==> config.mk <==
export PLATFORM = sky130hd
export DESIGN_NAME = countdown_timer
export DESIGN_NICKNAME = d
export VERILOG_FILES = /design/src/rtl/countdown_timer.sv
export SDC_FILE = /design/constraint.sdc
export NUM_CORES = 1
export LEC_CHECK = 0
export ABC_AREA = 1
export CORE_MARGIN = 5
export CORE_UTILIZATION = 41
export DETAILED_ROUTE_END_ITERATION = 12
export SLEW_MARGIN = 10
export SYNTH_ARGS = -nofsm -noshare
export SYNTH_HDL_FRONTEND = slang
export SYNTH_SLANG_ARGS = --single-unit
==> constraint.sdc <==
create_clock -name clk_i -period 2.09 [get_ports clk_i]
set_clock_uncertainty 0.15 [all_clocks]
set_input_delay 0.418 -clock clk_i [delete_from_list [all_inputs] [get_ports clk_i]]
set_output_delay 0.418 -clock clk_i [all_outputs]
set_load 0.1 [all_outputs]
==> src/rtl/countdown_timer.sv <==
`default_nettype none
// +--------------------------------------------------------------------------+
// | countdown_timer : loadable down-counter with rate divider, pause,         |
// |                   auto-reload and expiry pulse.            Rev 1.0        |
// +--------------------------------------------------------------------------+
module countdown_timer #(
    parameter int unsigned WIDTH   = 8,
    parameter int unsigned DIV_MAX = 49999999
) (
    input  logic             clk_i,
    input  logic             reset_ni,
    input  logic             load_i,
    input  logic [WIDTH-1:0] load_value_i,
    input  logic             enable_i,
    input  logic             auto_reload_i,
    output logic [WIDTH-1:0] q_o,
    output logic             tick_o,
    output logic             done_o,
    output logic             zero_o,
    output logic             running_o
);

    // A zero-width divider is not legal, so DIV_MAX = 0 still gets one bit.
    localparam int unsigned DW = (DIV_MAX > 0) ? $clog2(DIV_MAX + 1) : 1;

    localparam logic [DW-1:0]    C_DIV_INIT = DW'(DIV_MAX);
    localparam logic [DW-1:0]    C_DIV_ONE  = DW'(1);
    localparam logic [DW-1:0]    C_DIV_ZERO = '0;
    localparam logic [WIDTH-1:0] C_Q_ONE    = WIDTH'(1);
    localparam logic [WIDTH-1:0] C_Q_ZERO   = '0;

    typedef enum logic [1:0] {
        S_IDLE    = 2'd0,
        S_RUN     = 2'd1,
        S_EXPIRED = 2'd2
    } state_t;

    state_t           state_q;
    logic [WIDTH-1:0] q_q;
    logic [WIDTH-1:0] reload_q;
    logic [DW-1:0]    div_q;
    logic             tick_q;
    logic             done_q;

    always_ff @(posedge clk_i) begin
        if (!reset_ni) begin
            state_q  <= S_IDLE;
            q_q      <= C_Q_ZERO;
            reload_q <= C_Q_ZERO;
            div_q    <= C_DIV_INIT;
            tick_q   <= 1'b0;
            done_q   <= 1'b0;
        end else begin
            tick_q <= 1'b0;
            done_q <= 1'b0;
            if (load_i) begin
                reload_q <= load_value_i;
                q_q      <= load_value_i;
                div_q    <= C_DIV_INIT;
                state_q  <= (load_value_i != C_Q_ZERO) ? S_RUN : S_IDLE;
            end else if (state_q == S_RUN && enable_i) begin
                if (div_q != C_DIV_ZERO) begin
                    div_q <= div_q - C_DIV_ONE;
                end else begin
                    div_q  <= C_DIV_INIT;
                    tick_q <= 1'b1;
                    if (q_q > C_Q_ONE) begin
                        q_q <= q_q - C_Q_ONE;
                    end else begin
                        // q is 1 here: RUN is never entered or kept with q = 0.
                        done_q <= 1'b1;
                        if (auto_reload_i) begin
                            q_q <= reload_q;
                        end else begin
                            q_q     <= C_Q_ZERO;
                            state_q <= S_EXPIRED;
                        end
                    end
                end
            end
        end
    end

    assign q_o       = q_q;
    assign tick_o    = tick_q;
    assign done_o    = done_q;
    assign zero_o    = (q_q == C_Q_ZERO);
    assign running_o = (state_q == S_RUN);

endmodule
`default_nettype wire

==> Word-level counts from Yosys, hierarchy flattened <==
Index checks and enable logic that the tools add are counted.
{ "word_totals": {"ff_bits": 46, "rom_bits": 0, "mem_count": 0, "latchBits": 0, "inputBits": 13, "output_inout_bits": 12, "ramBits": 0} }
{ "op_classes": {"n_bitwise": 2, "div": 0, "magnitude_cmp": 1, "n_reduce_logical": 10, "n_addsub": 2, "n_eq_ne": 4, "mux": 14, "shift": 0, "multipliers": 0} }
{ "ops": {"columns": ["op", "count"], "rows": [
  ["$mux 8", 5],
  ["$mux 26", 1],
  ["$reduce_bool 26->1", 1],
  ["$sub 26x1->26 const B", 1],
  ["$mux 2", 5],
  ["$gt 8x1->1 const B", 1],
  ["$logic_not 8->1", 1],
  ["$reduce_bool 8->1", 1],
  ["$sub 8x1->8 const B", 1],
  ["$ne 2x2->1 const B", 3],
  ["$reduce_and 4->1", 1],
  ["$reduce_or 4->1", 1],
  ["$mux 1", 3],
  ["$reduce_or 3->1", 1],
  ["$eq 2x1->1 const B", 1],
  ["$not 1->1", 2],
  ["$reduce_and 2->1", 1],
  ["$reduce_bool 2->1", 1],
  ["$reduce_or 2->1", 1],
  ["$logic_and 1x1->1", 1]
]} }

==> Depth between registers and ports, before layout <==
{ "logic_depth": {"ltp_word": 5, "ltp_mapped": 12} }

==> Worst setup path before layout <==
Ideal clock, no wire load.
{ "synth_path": {"kind": "register to output", "startpoint": "reg q_q[0], in the netlist q_o[0]", "endpoint": "out zero_o", "slack_ns": -0.928, "stages_incl_launch_ff": 5, "t_required_ns": 1.522, "arrival_ns": 2.450, "cell_sequence": "dfxtp_1 -> inv_1 -> ha_1 -> nand3_1 -> nor2_1"} }
{ "synth_via": {"elab_chain_len": 1} }
{ "synth_rtl": {"columns": ["element", "line", "rtl"], "rows": [
  ["start, declared", "39", "logic [WIDTH-1:0] q_q;"],
  ["start signal, assigned", "58", "q_q <= load_value_i;"],
  ["start signal, assigned", "68", "q_q <= q_q - C_Q_ONE;"],
  ["start signal, assigned", "73", "q_q <= reload_q;"],
  ["$logic_not 8->1", "87", "assign zero_o = (q_q == C_Q_ZERO);"],
  ["end, declared", "19", "output logic zero_o,"]
]} }
Every way passes these cells.

==> Final worst setup path <==
{ "layout_path": {"startpoint": "reg q_q[4], in the netlist q_o[4]", "endpoint": "out zero_o"} }
Same word-level chain as after synthesis.

==> results.sh <==
export IMPL_finalHoldViolCount=0
export IMPL_grt_pass1_wl_mm=10.4
export IMPL_drc=0
export IMPL_drt_initial_drc_count=100
export IMPL_synth_edff_count=0
export IMPL_initial_core_util_pct=42.3
export IMPL_vias_per_cell=4.83
export IMPL_hp_class="register to register"
export IMPL_cp_startpoint="q_o[4]"
export IMPL_crit_type="register to primary output"
export IMPL_crit_arrival_ns=1.44
export IMPL_run_status="finished, final reports clean"
export IMPL_gr_usage_all_layers_pct=16.9
export IMPL_ant_nets=0
export IMPL_synth_seq_cells=46
export IMPL_syn2layout_area_growth_pct=27.0
export IMPL_hold_ws_ns=0.313
export IMPL_drive_gt1_share_pct=18.4
export IMPL_critPathRequiredTime_ns=1.52
export IMPL_io_buffer_count=24
export IMPL_ir_drop_uv=443
export IMPL_dieWidth_um=88.4
export IMPL_cts_tree="built"
export IMPL_power_leakage_nw=1.45
export IMPL_cts_max_path_buffers=2
export IMPL_synth_fp_nets=382
export IMPL_yosysMostFrequentCell="nand2_1"
export IMPL_ys_seq_area_share_pct=36.6
export IMPL_nets=429
export IMPL_tightestPinTransition_ns=0.436
export IMPL_synth_warnings=0
export IMPL_post_route_period_util_pct=96.2
export IMPL_cap_violations=0
export IMPL_place_hpwl_mm=4.73
export IMPL_slew_headroom_pct=70.6
export IMPL_rows=28
export IMPL_fmax_mhz=497
export IMPL_yosysTopAreaCell="dfxtp_1"
export IMPL_die_area_um2=7810
export IMPL_cts_buffers=5
export IMPL_min_from="reload_q[5]"
export IMPL_fillers=607
export IMPL_die_height_um=88.4
export IMPL_timing_rr_start="q_o[0]"
export IMPL_worst_slack_ns=0.0786
export IMPL_cts_setup_buffers=0
export IMPL_end_kind="primary output"
export IMPL_rsz0062_at_grt="no"
export IMPL_setup_viol=0
export IMPL_synthTopCellsByCount="105 x nand2_1, 51 x nor2_1, 46 x dfxtp_1, 31 x inv_1, 30 x nand3_1"
export IMPL_gp_congestion=0.940
export IMPL_fin_crit_ns=2.01
export IMPL_yosysUniqueCellTypes=33
export IMPL_syn_area_um2=2520
export IMPL_worstSkewPairLatency_ns=0.30
export IMPL_htree_levels=2
export IMPL_routedWlPerCell_um=12.4
export IMPL_dp_cells=480
export IMPL_synth_top_cell_area_share_pct=36.6
export IMPL_num_antenna_cells=0
export IMPL_layout_cells_non_filler=487
export IMPL_core_um2=5960
export IMPL_syn_instance_count=365
export IMPL_cts_root_buf="clkbuf_8"
export IMPL_startpoint_type="register"
export IMPL_post_place_ws_ns=-0.0815
export IMPL_async_flop_share_pct=0
export IMPL_clock_sinks=46
export IMPL_grt_pass1_vias=2288
export IMPL_synth_main_ff_cell="dfxtp_1"
export IMPL_synth_avg_cell_area_um2=6.90
export IMPL_worst_path_max_fanout=5
export IMPL_drv_slew=0
export IMPL_grt_antenna_before_repair=0
export IMPL_drt_pass1_iterations=4
export IMPL_overflow=0
export IMPL_clk_pin_slew_ns=0.08
export IMPL_p_per_area_nw_per_um2=645
export IMPL_synthTopCellsByArea="dfxtp_1 37%, nand2_1 16%, nor2_1 7.6%"
export IMPL_vias=2352
export IMPL_routed_wl_mm=6.06
export IMPL_io_pins=25
export IMPL_grt_max_degree=19
power breakdown:
part / switching [mW] / internal (mW)
registers: 0.0346 / 0.905
logic: 0.370 / 0.220
clock network: 0.302 / 0.231
cells by family after synthesis:
kind of cell	count (synthesis)	synth area share, %
compound gates	28	6.11
xor+xnor	16	5.56
fa+ha+maj	4	1.99
buf+inv	40	6.26
flops	46	36.6
simple gates	231	43.5
final timing paths:
check             cells after the start     endpoint  slack (ns)
setup / recovery                      4       zero_o        0.08
hold reg to reg                       2  reload_q[5]        0.31
hold / removal                        2  reload_q[5]        0.31
setup reg to reg                     12       q_o[6]        0.29
layout by cell type, fill, tap and decap left out, types with 2 or more instances in the layout:
master and count:
inv_1 30, nand3_1 30, xnor2_1 4, clkbuf_1 2, nor2_4 9, dfxtp_1 40
nor3_1 7, buf_4 21, or2_2 4, nor2_1 49, ha_1 4, nor4_1 3
nand2_1 105, inv_2 3, clkinv_1 2, a21oi_1 17, buf_12 12, nor2_2 3
nand2_2 6, dfxtp_2 6, o21ai_0 6, xor2_1 12, nand3b_1 2, clkbuf_8 5
nand4_1 7, clkdlybuf4s50_1 12
per-stage QoR:
| stage | total power [mW] | utilization (%) | cell area [um^2] | TNS, ns |
|---|---|---|---|---|
| final | 2.06 | 53.7 | 3200 | 0 |
| after global routing | 2.18 | 53.7 | 3200 | 0 |
| after CTS | 2.08 | 53.7 | 3200 | 0 |
| after detailed placement | 1.55 | 52.4 | 3120 | -0.274 |
| after global placement | 1.55 | 52.4 | 3120 | -0.0432 |
| after floorplan | 1.33 | - | 2540 | -0.121 |
area by class of cell:
cell class                 count  area (um^2)  area share [%]
clock buffer                   7         76.3            2.39
inverter                      35          131            4.11
multi-input combinational    279         1450            45.3
sequential                    46          928            29.0
tap                           75         93.8            2.93
timing repair buffer          45          518            16.2
registers in the layout (all words and copies together) (netlist names):
| name | cells |
|---|---|
| div_q | 26 |
| done_o | 1 |
| q_o | 8 |
| reload_q | 8 |
| state_q | 2 |
| tick_o | 1 |
timing repair:
action | 4_1_cts | 5_1_grt
hold buffers | 0 | 0
setup endpoints to repair | 0 | 2
gates resized for setup | 0 | 1
critical path, stage by stage (launching register included):
cell     delay [ns]
dfxtp_2        0.37
nor2_1         0.27
nand3_1        0.18
nor2_4         0.15
buf_12         0.18
routing by layer:
metal / GRT usage (%) / up-vias / share of wire [%]
met2: 27.2 / 35 / 44
met3: 3.45 / 5 / 4.8
met1: 23.4 / 1056 / 50
met5: 0 / - / 0
met4: 4.12 / 0 / 0.73
li1: - / 1256 / -
No activity file was read; power rests on OpenSTA's default activity.
